===== src/rtl/msg_match_pkg.sv =====
// Shared definitions for the unexpected-message matching path: CAM layout,
// lookup FSM encoding and the {rank,tag} address packing helper.
package msg_match_pkg;

   localparam int DEF_RANK_BIT   = 8;
   localparam int DEF_TAG_BIT    = 8;
   localparam int CAM_VALID_BIT  = 35;
   localparam int CAM_DATA_WIDTH = 32;

   typedef enum logic [2:0] {
      ST_IDLE     = 3'd0,
      ST_ISSUE    = 3'd1,
      ST_WAIT_RES = 3'd2,
      ST_RESP     = 3'd3,
      ST_GAP      = 3'd4
   } find_state_t;

   // Rank occupies the bits above the tag field.
   function automatic logic [31:0] pack_addr(input logic [31:0] rank,
                                             input logic [31:0] tag,
                                             input int unsigned tag_bits);
      return (rank << tag_bits) | tag;
   endfunction

endpackage


===== src/rtl/sat_counter.sv =====
// Saturating up-counter with increment strobe and synchronous clear.
module sat_counter #(
   parameter int WIDTH = 16
) (
   input  logic             clk,
   input  logic             rst,
   input  logic             clr,
   input  logic             inc,
   output logic [WIDTH-1:0] count
);

   logic [WIDTH-1:0] count_reg;

   always_ff @(posedge clk) begin
      if (rst || clr) begin
         count_reg <= '0;
      end else if (inc && (count_reg != {WIDTH{1'b1}})) begin
         count_reg <= count_reg + WIDTH'(1);
      end
   end

   assign count = count_reg;

endmodule


===== src/rtl/umq_find_ctrl.sv =====
// Request-side sequencer for the unexpected-message CAM: one lookup in flight,
// find strobe, bounded wait for found/not_found, response handshake, statistics.
module umq_find_ctrl
   import msg_match_pkg::*;
#(
   parameter int ADDR_WIDTH     = 16,
   parameter int RANK_BIT       = DEF_RANK_BIT,
   parameter int TAG_BIT        = DEF_TAG_BIT,
   parameter int ID_WIDTH       = 8,
   parameter int TIMEOUT_CYCLES = 15,
   parameter int STAT_WIDTH     = 16
) (
   input  logic                  clk,
   input  logic                  rst,
   input  logic                  req_valid,
   output logic                  req_ready,
   input  logic [RANK_BIT-1:0]   req_rank,
   input  logic [TAG_BIT-1:0]    req_tag,
   input  logic [ID_WIDTH-1:0]   req_id,
   output logic [31:0]           request,
   output logic                  find,
   input  logic                  found,
   input  logic                  not_found,
   input  logic [31:0]           unexpected_message,
   output logic                  resp_valid,
   input  logic                  resp_ready,
   output logic                  resp_hit,
   output logic                  resp_timeout,
   output logic [31:0]           resp_data,
   output logic [ID_WIDTH-1:0]   resp_id,
   output logic [STAT_WIDTH-1:0] hit_count,
   output logic [STAT_WIDTH-1:0] miss_count,
   output logic                  proto_err
);

   localparam int          TW        = $clog2(TIMEOUT_CYCLES + 1);
   localparam logic [TW-1:0] TMO_LAST = TW'(TIMEOUT_CYCLES - 1);
   localparam logic [31:0] ADDR_MASK = (ADDR_WIDTH >= 32) ? 32'hFFFF_FFFF
                                       : ((32'd1 << ADDR_WIDTH) - 32'd1);

   find_state_t       state_reg;
   logic [TW-1:0]     tcnt_reg;
   logic              hit_inc;
   logic              miss_inc;
   logic              in_wait;
   logic [1:0]        stat_inc;
   logic [STAT_WIDTH-1:0] stat_count [2];

   assign in_wait   = (state_reg == ST_WAIT_RES);
   assign req_ready = (state_reg == ST_IDLE);
   assign hit_inc   = in_wait && found;
   // Misses include timeouts; a simultaneous found wins as a hit.
   assign miss_inc  = in_wait && !found && (not_found || (tcnt_reg == TMO_LAST));
   assign stat_inc  = {miss_inc, hit_inc};

   always_ff @(posedge clk) begin
      if (rst) begin
         state_reg    <= ST_IDLE;
         tcnt_reg     <= '0;
         request      <= '0;
         find         <= 1'b0;
         resp_valid   <= 1'b0;
         resp_hit     <= 1'b0;
         resp_timeout <= 1'b0;
         resp_data    <= '0;
         resp_id      <= '0;
         proto_err    <= 1'b0;
      end else begin
         find <= 1'b0;
         if ((found || not_found) && (!in_wait || (found && not_found))) begin
            proto_err <= 1'b1;
         end
         case (state_reg)
            ST_IDLE: begin
               if (req_valid) begin
                  request   <= pack_addr(32'(req_rank), 32'(req_tag), TAG_BIT) & ADDR_MASK;
                  resp_id   <= req_id;
                  find      <= 1'b1;
                  state_reg <= ST_ISSUE;
               end
            end
            ST_ISSUE: begin
               tcnt_reg  <= '0;
               state_reg <= ST_WAIT_RES;
            end
            ST_WAIT_RES: begin
               if (found) begin
                  resp_hit     <= 1'b1;
                  resp_timeout <= 1'b0;
                  resp_data    <= unexpected_message;
                  resp_valid   <= 1'b1;
                  state_reg    <= ST_RESP;
               end else if (not_found || (tcnt_reg == TMO_LAST)) begin
                  resp_hit     <= 1'b0;
                  resp_timeout <= !not_found;
                  resp_data    <= '0;
                  resp_valid   <= 1'b1;
                  state_reg    <= ST_RESP;
               end else begin
                  tcnt_reg <= tcnt_reg + TW'(1);
               end
            end
            ST_RESP: begin
               if (resp_ready) begin
                  resp_valid <= 1'b0;
                  state_reg  <= ST_GAP;
               end
            end
            ST_GAP: begin
               // Lets the CAM retire the matched entry before the next find.
               state_reg <= ST_IDLE;
            end
            default: state_reg <= ST_IDLE;
         endcase
      end
   end

   genvar gi;
   generate
      for (gi = 0; gi < 2; gi++) begin : g_stat
         sat_counter #(.WIDTH(STAT_WIDTH)) u_cnt (
            .clk   (clk),
            .rst   (rst),
            .clr   (1'b0),
            .inc   (stat_inc[gi]),
            .count (stat_count[gi])
         );
      end
   endgenerate

   assign hit_count  = stat_count[0];
   assign miss_count = stat_count[1];

endmodule


===== config.mk =====
export PLATFORM = sky130hd
export DESIGN_NAME = umq_find_ctrl
export DESIGN_NICKNAME = d
export VERILOG_FILES = /design/src/rtl/msg_match_pkg.sv /design/src/rtl/sat_counter.sv /design/src/rtl/umq_find_ctrl.sv
export SDC_FILE = /design/constraint.sdc
export NUM_CORES = 1
export LEC_CHECK = 0
export CAP_MARGIN = 40
export CELL_PAD_IN_SITES_DETAIL_PLACEMENT = 0
export CELL_PAD_IN_SITES_GLOBAL_PLACEMENT = 1
export CORE_ASPECT_RATIO = 0.7
export CORE_UTILIZATION = 34
export CTS_BUF_LIST = sky130_fd_sc_hd__clkbuf_2 sky130_fd_sc_hd__clkbuf_4 sky130_fd_sc_hd__clkbuf_8
export CTS_CLUSTER_SIZE = 12
export DETAILED_ROUTE_END_ITERATION = 8
export GPL_TIMING_DRIVEN = 0
export HOLD_SLACK_MARGIN = 0.05
export PLACE_DENSITY_LB_ADDON = 0.25
export SETUP_SLACK_MARGIN = 0.5
export SLEW_MARGIN = 0
export SYNTH_ARGS = -nofsm -noshare
export SYNTH_HDL_FRONTEND = slang
export SYNTH_SLANG_ARGS = --single-unit

===== constraint.sdc =====
create_clock -name clk -period 4.2 [get_ports clk]
set_input_delay 0.84 -clock clk [delete_from_list [all_inputs] [get_ports clk]]
set_output_delay 0.84 -clock clk [all_outputs]
set_load 0.05 [all_outputs]

# After elaboration in Yosys (flattened, before gate mapping)
# Index checks and enable logic that the tools add are counted.
[op_classes] n_reduce_logical=23 muxes=19 bitwise_logic=2 n_addsub=3 n_eq_ne=11
[ops] operator="32-bit 2-to-1 mux" n=2
[ops] operator="16-bit by 1-bit adder with 16-bit output, second input constant" n=2
[ops] operator="16-bit inequality test, second input constant" n=2
[ops] operator="16-bit by 8-bit bitwise OR with 16-bit output" n=1
[ops] operator="3-bit 2-to-1 mux" n=4
[ops] operator="3-bit one-hot mux with 4 select lines" n=1
[ops] operator="3-bit AND reduction" n=3
[ops] operator="1-bit 2-to-1 mux" n=8
[ops] operator="4-bit 2-to-1 mux" n=2
[ops] operator="2-bit inequality test, second input constant" n=4
[ops] operator="4-bit one-hot mux with 2 select lines" n=1
[ops] operator="1-bit logical AND" n=7
[ops] operator="3-bit by 2-bit == test with 1-bit output, second input constant" n=2
[ops] operator="2-bit nonzero test" n=3
[ops] operator="4-bit by 1-bit adder with 4-bit output, second input constant" n=1
[ops] operator="4-bit == test, second input constant" n=1
[ops] operator="2-bit AND reduction" n=2
[ops] operator="3-bit by 1-bit == test with 1-bit output, second input constant" n=1
[ops] operator="1-bit zero test" n=3
[ops] operator="3-bit zero test" n=1
[ops] operator="1-bit logical OR" n=3
[ops] operator="3-bit by 2-bit inequality test with 1-bit output, second input constant" n=1
[ops] operator="1-bit one-hot mux with 2 select lines" n=1
[ops] operator="2-bit OR reduction" n=1
[ops] operator="1-bit NOT" n=1
[word_totals] register_bits=100 in_bits=62 elab_cells=70

# Logic depth before layout (Yosys ltp)
# Gate-level depths: netlist of the first run.
[depth] word_depth=5 mapped_depth=7 depth_no_buf=6

# By module
# A second synthesis of the first run with hierarchy kept.
[unflattened] cells_unflattened=534 area_unflattened_um2=4503.1
[by_module_without_submodules] module="umq_find_ctrl" seq_area_each_um2=1361.3 n_inst=1 cells_per_inst=344 area_each_um2=2808.9
[by_module_without_submodules] module="sat_counter" seq_area_each_um2=320.3 n_inst=2 cells_per_inst=95 area_each_um2=847.1

# Worst setup path before layout of the first run
# No wires, ideal clock.
[synth_timing] kind="reg-to-reg" start="register state_reg[2]" end="register request[0]" path_buffers=3 stages_incl_launch_ff=8 path_slack_ps=1615 t_arrival_ps=2515 synth_period_minus_slack_ps=2585 cell_sequence="dfxtp_1 -> clkbuf_1 -> nor3_1 -> and2_1 -> clkbuf_1 -> clkbuf_1 -> nand2_1 -> a21oi_1"
[synth_between] elab_chain_len=2
[synth_lines] item="start: declaration" line_no="umq_find_ctrl.sv:41" rtl="find_state_t state_reg;"
[synth_lines] item="start signal: assignment" line_no="umq_find_ctrl.sv:58" rtl="state_reg <= ST_IDLE;"
[synth_lines] item="start signal: assignment" line_no="umq_find_ctrl.sv:79" rtl="state_reg <= ST_ISSUE;"
[synth_lines] item="start signal: assignment" line_no="umq_find_ctrl.sv:84" rtl="state_reg <= ST_WAIT_RES;"
[synth_lines] item="3-bit zero test"
[synth_lines] item="named net req_ready" line_no="umq_find_ctrl.sv:16" rtl="output logic req_ready,"
[synth_lines] item="2-bit AND reduction (no source line)"
[synth_lines] item="end signal: assignment" line_no="umq_find_ctrl.sv:76" rtl="request <= pack_addr(32'(req_rank), 32'(req_tag), TAG_BIT) & ADDR_MASK;"
[synth_lines] item="end: declaration" line_no="umq_find_ctrl.sv:20" rtl="output logic [31:0] request,"
# The timed path passes the listed nets, and every way through them passes these cells.
# A chain may end at the register's enable or synchronous reset.

# Worst setup path in the final report of the first run
[layout_timing] start="register state_reg[2]" end="output req_ready"
[layout_between] elab_chain_len=1
[layout_lines] item="3-bit zero test" line_no="umq_find_ctrl.sv:50" rtl="assign req_ready = (state_reg == ST_IDLE);"
[layout_lines] item="end: declaration" line_no="umq_find_ctrl.sv:16"
# Every way passes these cells.

==> flow_metrics.tcl, run 1 <==
set metrics [dict create \
    clk_latency_ns 0.38 \
    htree_levels 3 \
    antenna_left 0 \
    hold_path_depth 2 \
    dieHeight_um 95.5 \
    core_sq_mm 0.0119 \
    vias 4341 \
    path_class "reg2out" \
    design.die.area_sq_mm 0.0130 \
    final_nets 752 \
    yosysWarnings 0 \
    cts_sinks 100 \
    io_buffers 155 \
    ctsHoldBuffers 0 \
    grt_pass1_vias 3848 \
    async_flop_share_pct 0 \
    synth_seq_cells 100 \
    postCtsSetupBuffers 0 \
    cts_made_buffers 9 \
    clockBufferDepth 2 \
    swShare_pct 31.5 \
    syn_avg_cell_area_sq_um 8.45 \
    fill_cells 1113 \
    cts_tree "yes" \
    rsz0062_at_grt "false" \
    fin_worst_skew_ns 0.00966 \
    setup_tns_ns 0 \
    hp-start "request[5]" \
    final.period_utilization_pct 74.8 \
    crit_path_start_kind "flip-flop" \
    comb_power_share_pct 19.9 \
    setup_slack_ns 1.06 \
    drc_errors 0 \
    arrival_ns 2.30 \
    synth_edf_count 0 \
    row_count 33 \
    place_hpwl_mm 9.22 \
    antenna_found_initial 0 \
    timing.rr.start "g_stat[0].u_cnt.count[0]" \
    layout.cells.most_common "clkdlybuf4s50_1" \
    required_ns 3.36 \
    end_kind "output pin" \
    start_util_pct 35.6 \
    drt-initial-drc-count 246 \
    seqPwrFrac_pct 48.3 \
    status "finished, final reports clean" \
    vdd_drop_max_v 0.000170 \
    routedWlPerCell_um 14.8 \
    tightest_slew_ns 0.688 \
    cap_violations 0 \
    min_path_type "reg2reg" \
    rrSetupSlack_ns 1.57 \
    dr_wl_met2_mm 5.42 \
    place_congestion 0.812 \
    placed_area_sq_mm 0.00608 \
    grt_util_all_layers_pct 19.3 \
    grt.overflow.total 0 \
    path_max_fanout 10 \
    drt-total-wl_mm 12.5 \
    vias_per_cell 5.12 \
    layout-drive-gt1-share_pct 5.50 \
    slew_viol_final 0 \
    yosys_most_used_dff "dfxtp_1" \
    root_buffer "clkbuf_8" \
    cts-resized-gates 0 \
    met1Wirelength_mm 5.97 \
    synth.distinct_cells 47 \
    rr_worst_depth 7 \
    synth_seq_area_share_pct 47.1 \
    p_per_area_mw_per_mm2 330 \
    period_needed_ns 3.14 \
    power_frac_clock_pct 31.7 \
    area_delta_synth_final_pct 47.9 \
    antenna_cells 0 \
    final_cell_mix "clkdlybuf4s50_1, dfxtp_1, nand2_1" \
    p_leak_uw 0.00215 \
    synthCells 503 \
    ioPinCount 172 \
    post-place-ws_ns 0.893 \
    r2r-end "g_stat[0].u_cnt.count[7]" \
    setup_viol 0 \
    synth.cell_area_sq_mm 0.00425 \
    wl_met3_um 981 \
    intPower_uw 1420 \
    hold_violations 0 \
    dieWidth_um 136 \
    drtPass1Iterations 4 \
    finalPower_uw 2070 \
    startpoint "state_reg[2]" \
    timing.fmax_ghz 0.318 \
    min_delay_worst_endpoint "request[5]" \
    p_switching_uw 653 \
    final_cell_area_sq_mm 0.00628 \
    maxSlewHeadroom_pct 53.7 \
    grt_max_degree 19 \
    grt_first_pass_wirelength_mm 19.6 \
    path_clk_slew_ns 0.11 \
    top_layer "met4" \
]
critical path, stage by stage (launching register included):
cell and delay [ns]:
dfxtp_1 0.34, clkbuf_1 0.22, nor3_1 0.46, clkdlybuf4s50_1 0.91
worst max-delay path by stage:
stage | to | slack, ns | cells past startpoint
after floorplan | request[0] | 1.61 | 7
after detailed placement | g_stat[0].u_cnt.count[6] | 0.89 | 7
final | req_ready | 1.06 | 3
after CTS | req_ready | 1.07 | 3
after global routing | req_ready | 0.91 | 3
after global placement | g_stat[0].u_cnt.count[5] | 0.94 | 7
synthesized netlist by cell type, types with 2 or more instances:
master,number,area share (%)
dfxtp_1,100,47
inv_1,5,0.44
o211ai_1,2,0.35
nor2b_1,4,0.59
o211a_1,3,0.71
o21ai_0,13,1.5
a21oi_1,53,6.2
a211oi_1,2,0.35
and4_1,2,0.41
or4b_1,2,0.47
nor3_1,7,0.82
clkbuf_1,33,2.9
o31ai_1,15,2.6
nand2_1,66,5.8
nand4_1,11,1.6
nor2_1,47,4.2
mux2_1,3,0.79
or3_1,5,0.74
buf_4,16,2.8
nand3_1,16,1.9
ha_1,4,1.2
a31oi_1,2,0.29
or2_2,2,0.29
and2_1,2,0.29
o41ai_1,2,0.41
a22oi_1,32,5.7
nand3b_1,2,0.35
and3_1,3,0.44
nor4_1,12,1.8
or4_1,20,3.5
metal layers:
layer  up-vias  GRT usage, %
met2       156          29.1
met1      2002          26.5
met5         -             0
met4         0          4.87
met3        11          6.22
li1       2172             -
layout make-up:
class                      instances  area, sq um  share of cell area [%]
sequential                       100         2000                    31.9
tap                              157          196                    3.13
buffer                            51          253                    4.02
timing repair buffer             157         1570                    25.0
clock inverter                     7         83.8                    1.33
multi-input combinational        362         2030                    32.4
inverter                           5         18.8                   0.299
clock buffer                       9          124                    1.97
metrics by stage:
stage	util, %	instances	hold WS [ns]
3_3_place_gp	50.7	830	0.442
4_1_cts	52.7	848	0.463
6_report	52.7	848	0.459
5_1_grt	52.7	848	0.478
2_1_floorplan	-	518	0.498
3_5_place_dp	50.9	832	0.447
cells by family after synthesis:
group                    share of synthesized area, %
flip-flops                                       47.1
AO/OA/AOI/OAI                                    19.4
adder cells (fa/ha/maj)                          1.41
other                                          0.0882
multiplexers                                     1.06
buffers and inverters                            6.39
AND/OR/NAND/NOR                                  24.5
power groups by stage:
stage	clock, uW	combinational [uW]	sequential, uW
2_1_floorplan	0	147	1130
3_3_place_gp	0	410	1020
3_5_place_dp	0	413	1020
4_1_cts	677	415	1000
5_1_grt	716	441	1010
6_report	657	413	1000
Power figures use the tool's default switching activity.
==> run 2: changes to the inputs <==
CORE_UTILIZATION = 32   (was 34)
clock period = 3.05 ns   (was 4.2 ns; I/O delays follow)
==> run 2 against run 1 <==
Against the previous run:
- global-route usage decreased by 0.23 points
- worst setup slack got worse by 0.51 ns
- hold slack better by 0.00050 ns
- die area rose by 6.1%
- critical path type is now in2reg
- flip-flop and latch count unchanged
- combinational power up 38%
- non-clock buffer count unchanged
- via count rose by 1.6%
- wire length is 4.0% higher
- highest routed layer unchanged
==> flow_metrics.tcl, run 2 (synthesis results as in run 1) <==
set metrics [dict create \
    status "finished, final reports clean" \
    start_util_pct 33.5 \
    critPathMaxStageDelay_ns 0.57 \
    grt_first_pass_wirelength_mm 21.1 \
    period_needed_ns 2.50 \
    drc_errors 0 \
    p_per_area_mw_per_mm2 450 \
    min_path_type "reg2reg" \
    drt-total-wl_mm 13.0 \
    slew_viol_final 0 \
    critical_path.top_delay_family "simple AND/OR/NAND/NOR gates" \
    row_count 34 \
    final_nets 752 \
    placed_area_sq_mm 0.00609 \
    cap_violations 0 \
    timing.rr.start "state_reg[1]" \
    cp_cell_sequence "clkdlybuf4s50_1, nand4bb_1, or4_1, clkbuf_1, or4_1, a21oi_1" \
    maxSlewHeadroom_pct 58.8 \
    setup_viol 0 \
    layout.cells.most_common "clkdlybuf4s50_1" \
    rsz0062_at_grt "true" \
    postCtsSetupBuffers 0 \
    timing.fmax_ghz 0.400 \
    antenna_left 0 \
    antenna_cells 0 \
    root_buffer "clkbuf_8" \
    end_kind "flip-flop" \
    tightest_slew_ns 0.618 \
    required_ns 3.35 \
    hp-start "request[12]" \
    p_leak_uw 0.00218 \
    cts_tree "yes" \
    clockBufferDepth 2 \
    grt_max_degree 18 \
    fill_cells 1222 \
    core_sq_mm 0.0127 \
    crit_path_start_kind "input port" \
    fin_worst_skew_ns 0.00873 \
    grt.overflow.total 0 \
    path_max_fanout 10 \
    ioPinCount 172 \
    design.die.area_sq_mm 0.0138 \
    vias 4409 \
    place_congestion 0.787 \
    clk_latency_ns 0.37 \
    hold_violations 0 \
    final_util_pct 50.0 \
    ctsHoldBuffers 0 \
    rrSetupSlack_ns 0.64 \
    layout-drive-gt1-share_pct 7.09 \
    grt_pass1_vias 4106 \
    drt-initial-drc-count 228 \
    routedWlPerCell_um 15.3 \
    regArea_sq_mm 0.00200 \
    dieWidth_um 140 \
    final_cells 853 \
    crit_buf_inv 2 \
    arrival_ns 2.79 \
    vias_per_cell 5.17 \
    final_cell_area_sq_mm 0.00634 \
    antenna_found_initial 0 \
    multi_input_area_sq_mm 0.00207 \
    dieHeight_um 98.4 \
    cts_made_buffers 9 \
    path_class "in2reg" \
    crit_slowest_cell "or4_1" \
    drtPass1Iterations 5 \
    vdd_drop_max_v 0.000216 \
    place_hpwl_mm 9.63 \
    grt_util_all_layers_pct 19.1 \
    final.period_utilization_pct 81.9 \
    final_cell_mix "clkdlybuf4s50_1, dfxtp_1, nand2_1" \
    setup_tns_ns 0 \
    startpoint "found" \
    htree_levels 3 \
    place_inst 837 \
    path_clk_slew_ns 0.10 \
    cp_common_cell "or4_1" \
    io_buffers 155 \
    area_delta_synth_final_pct 49.1 \
    cts_sinks 100 \
]
==> run 2: layout make-up <==
type                            instances  share of cell area [%]
Buffer                                 51                    4.13
Clock buffer                           10                    2.17
Clock inverter                          6                    1.13
Inverter                                5                   0.296
Multi-Input combinational cell        362                    32.7
Sequential cell                       100                    31.6
Tap cell                              162                    3.20
Timing Repair Buffer                  157                    24.8
==> run 2: timing repair <==
action                     CTS  global route
gates resized for setup      3            15
setup endpoints to repair   10            45
pin swaps                    0             1
==> run 2: stage by stage <==
stage               setup slack [ns]  hold slack (ns)  total power, uW
finish                         0.552            0.459             2850
global route                   0.448            0.474             2980
CTS                            0.516            0.463             2880
detailed placement            0.0169            0.449             1980
global placement              0.0374            0.443             1980
floorplan                      0.690            0.498             1760
==> run 2: final timing paths <==
| path | endpoint | depth (start not counted) |
|---|---|---|
| worst max-delay path | g_stat[0].u_cnt.count[13] | 6 |
| worst min-delay path | request[12] | 2 |
| worst max register to register | g_stat[1].u_cnt.count[9] | 5 |
| worst min register to register | request[12] | 2 |
==> run 2: where the power goes <==
part	switching (uW)	internal [uW]	total (uW)
Combinational	361	211	571
Sequential	28.5	1350	1380
Clock	489	409	899
Total	878	1970	2850
==> run 2: per-layer routing <==
layer  track usage, %  up-vias  wire, um  part of all wire, %
met4             4.65        0       120                 0.92
met5                0        -         0                    0
met3             6.17       10       918                  7.0
li1                 -     2170         -                    -
met1             25.5     2076      6190                   47
met2             29.9      153      5800                   45
==> run 2: worst register-to-register path, delay by kind of cell (launching register included) <==
family / cells / cell delay (ns)
buffers and inverters: 1 / 0.20
DFF: 1 / 0.41
muxes: 1 / 0.35
and+or+nand+nor: 3 / 1.34
==> run 3: changes to the inputs <==
clock period = 2.6 ns   (was 3.05 ns; I/O delays follow)
==> run 3 against run 2 <==
Against the previous run:
- final cell count rose by 2.0%
- register-to-register slack got worse by 0.14 ns
- worst setup slack got worse by 0.050 ns
- wire length rose by 1.7%
- non-clock buffer count rose by 18
- sequential power rose by 17%
- flip-flop and latch count did not move
- critical path depth fell by 1
- sequential share of layout area fell by 1.6 points
- die area did not move
- critical path type is now reg2reg
- largest cell class unchanged
==> flow_metrics.tcl, run 3 (synthesis results as in run 1) <==
set metrics [dict create \
    min_path_type "reg2reg" \
    end_kind "flip-flop" \
    antenna_cells 0 \
    fill_cells 1188 \
    p_per_area_mw_per_mm2 485 \
    setup_viol 0 \
    crit_path_start_kind "flip-flop" \
    grt.overflow.total 0 \
    ioPinCount 172 \
    final_nets 770 \
    comb_power_share_pct 21.3 \
    layout.cells.most_common "clkdlybuf4s50_1" \
    routedWlPerCell_um 15.2 \
    setup_slack_ns 0.502 \
    place_inst 836 \
    tightest_slew_ns 0.631 \
    intPower_uw 2290 \
    place_congestion 0.784 \
    grt_pass1_vias 4239 \
    crit_slowest_cell "or4b_4" \
    drtPass1Iterations 4 \
    grt_util_all_layers_pct 19.2 \
    seqPwrFrac_pct 48.8 \
    antenna_found_initial 0 \
    post-place-ws_ns -0.470 \
    vias_per_cell 5.17 \
    rrSetupSlack_ns 0.50 \
    cts_made_buffers 9 \
    slew_viol_final 0 \
    cap_violations 0 \
    clockBufferDepth 2 \
    finalPower_uw 3310 \
    final.period_utilization_pct 80.7 \
    fin_worst_skew_ns 0.00845 \
    htree_levels 3 \
    drt-total-wl_mm 13.2 \
    maxSlewHeadroom_pct 57.9 \
    layout-drive-gt1-share_pct 17.5 \
    start_util_pct 33.5 \
    critical_path.top_delay_family "simple AND/OR/NAND/NOR gates" \
    place_hpwl_mm 9.41 \
    dieWidth_um 140 \
    hold_path_depth 2 \
    setup_tns_ns 0 \
    final_cells 870 \
    row_count 34 \
    hp-start "request[5]" \
    period_needed_ns 2.10 \
    ctsHoldBuffers 0 \
    drt-initial-drc-count 247 \
    clk_latency_ns 0.37 \
    rr_worst_depth 5 \
    cts_sinks 100 \
    timing.rr.start "state_reg[0]" \
    cp_cell_sequence "or3b_4, or4b_4, clkbuf_8, or4_1, a21oi_1" \
    swShare_pct 30.6 \
    min_delay_worst_endpoint "request[5]" \
    io_buffers 155 \
    path_clk_slew_ns 0.10 \
    startpoint "state_reg[0]" \
    final_cell_mix "clkdlybuf4s50_1, dfxtp_1, nand2_1" \
    required_ns 2.90 \
    vdd_drop_max_v 0.000252 \
    status "finished, final reports clean" \
    design.die.area_sq_mm 0.0138 \
    cts_tree "yes" \
    final_util_pct 53.8 \
    r2r-end "g_stat[1].u_cnt.count[8]" \
    grt_first_pass_wirelength_mm 21.4 \
    p_switching_uw 1010 \
    arrival_ns 2.40 \
    grt_max_degree 17 \
    hold_violations 0 \
    critPathMaxStageDelay_ns 0.49 \
    power_frac_clock_pct 29.9 \
    core_sq_mm 0.0127 \
    antenna_left 0 \
    drc_errors 0 \
    path_max_fanout 6 \
    path_class "reg2reg" \
    root_buffer "clkbuf_8" \
    p_leak_uw 0.00309 \
    dieHeight_um 98.4 \
    timing.fmax_ghz 0.477 \
    rsz0062_at_grt "true" \
    area_delta_synth_final_pct 60.3 \
    crit_buf_inv 1 \
    vias 4501 \
]
-- run 3: power groups by stage --
stage | Clock, uW | Sequential, uW | Combinational (uW)
2_1_floorplan | 0 | 1830 | 240
3_3_place_gp | 0 | 1650 | 668
3_5_place_dp | 0 | 1650 | 674
4_1_cts | 1030 | 1610 | 693
5_1_grt | 1090 | 1620 | 750
6_report | 987 | 1610 | 705
-- run 3: worst max path at each step --
stage                                endpoint  slack, ns  cells after the start
floorplan            g_stat[0].u_cnt.count[6]       0.50                      6
global placement     g_stat[0].u_cnt.count[6]      -0.40                      7
detailed placement   g_stat[0].u_cnt.count[6]      -0.47                      7
CTS                 g_stat[0].u_cnt.count[11]       0.43                      6
global route         g_stat[1].u_cnt.count[8]       0.42                      5
finish               g_stat[1].u_cnt.count[8]       0.50                      5
-- run 3: repair_timing --
| action | in CTS | in global routing |
|---|---|---|
| buffers inserted | 12 | 5 |
| endpoints found under the setup margin | 113 | 115 |
| gates cloned | 1 | 1 |
| pin swaps | 13 | 10 |
| gates resized for setup | 66 | 83 |
-- run 3: tightest hold or removal path, stage by stage, from the launching register on --
cell and delay, ns:
dfxtp_1 0.32, nand2_1 0.05, a21oi_1 0.05
-- run 3: cell type report --
type	count	area, sq um	share of cell area [%]
Inverter	5	18.8	0.275
Sequential cell	100	2040	30.0
Buffer	51	330	4.85
Multi-Input combinational cell	362	2230	32.7
Clock buffer	9	124	1.82
Timing Repair Buffer	175	1800	26.4
Clock inverter	6	65.1	0.955
Tap cell	162	203	2.97
-- run 3: per-stage QoR --
step / cell area, sq um / hold WS [ns]
after floorplan: 4380 / 0.498
after global placement: 6130 / 0.442
after detailed placement: 6140 / 0.451
after CTS: 6550 / 0.465
after global routing: 6810 / 0.484
final: 6810 / 0.461
-- run 3: layer usage --
layer / global-route usage [%] / share of wire [%] / vias up
met5: 0 / 0 / -
met4: 4.73 / 0.56 / 0
met3: 5.49 / 6.5 / 9
met2: 30.8 / 45 / 136
met1: 25.3 / 48 / 2147
li1: - / - / 2209
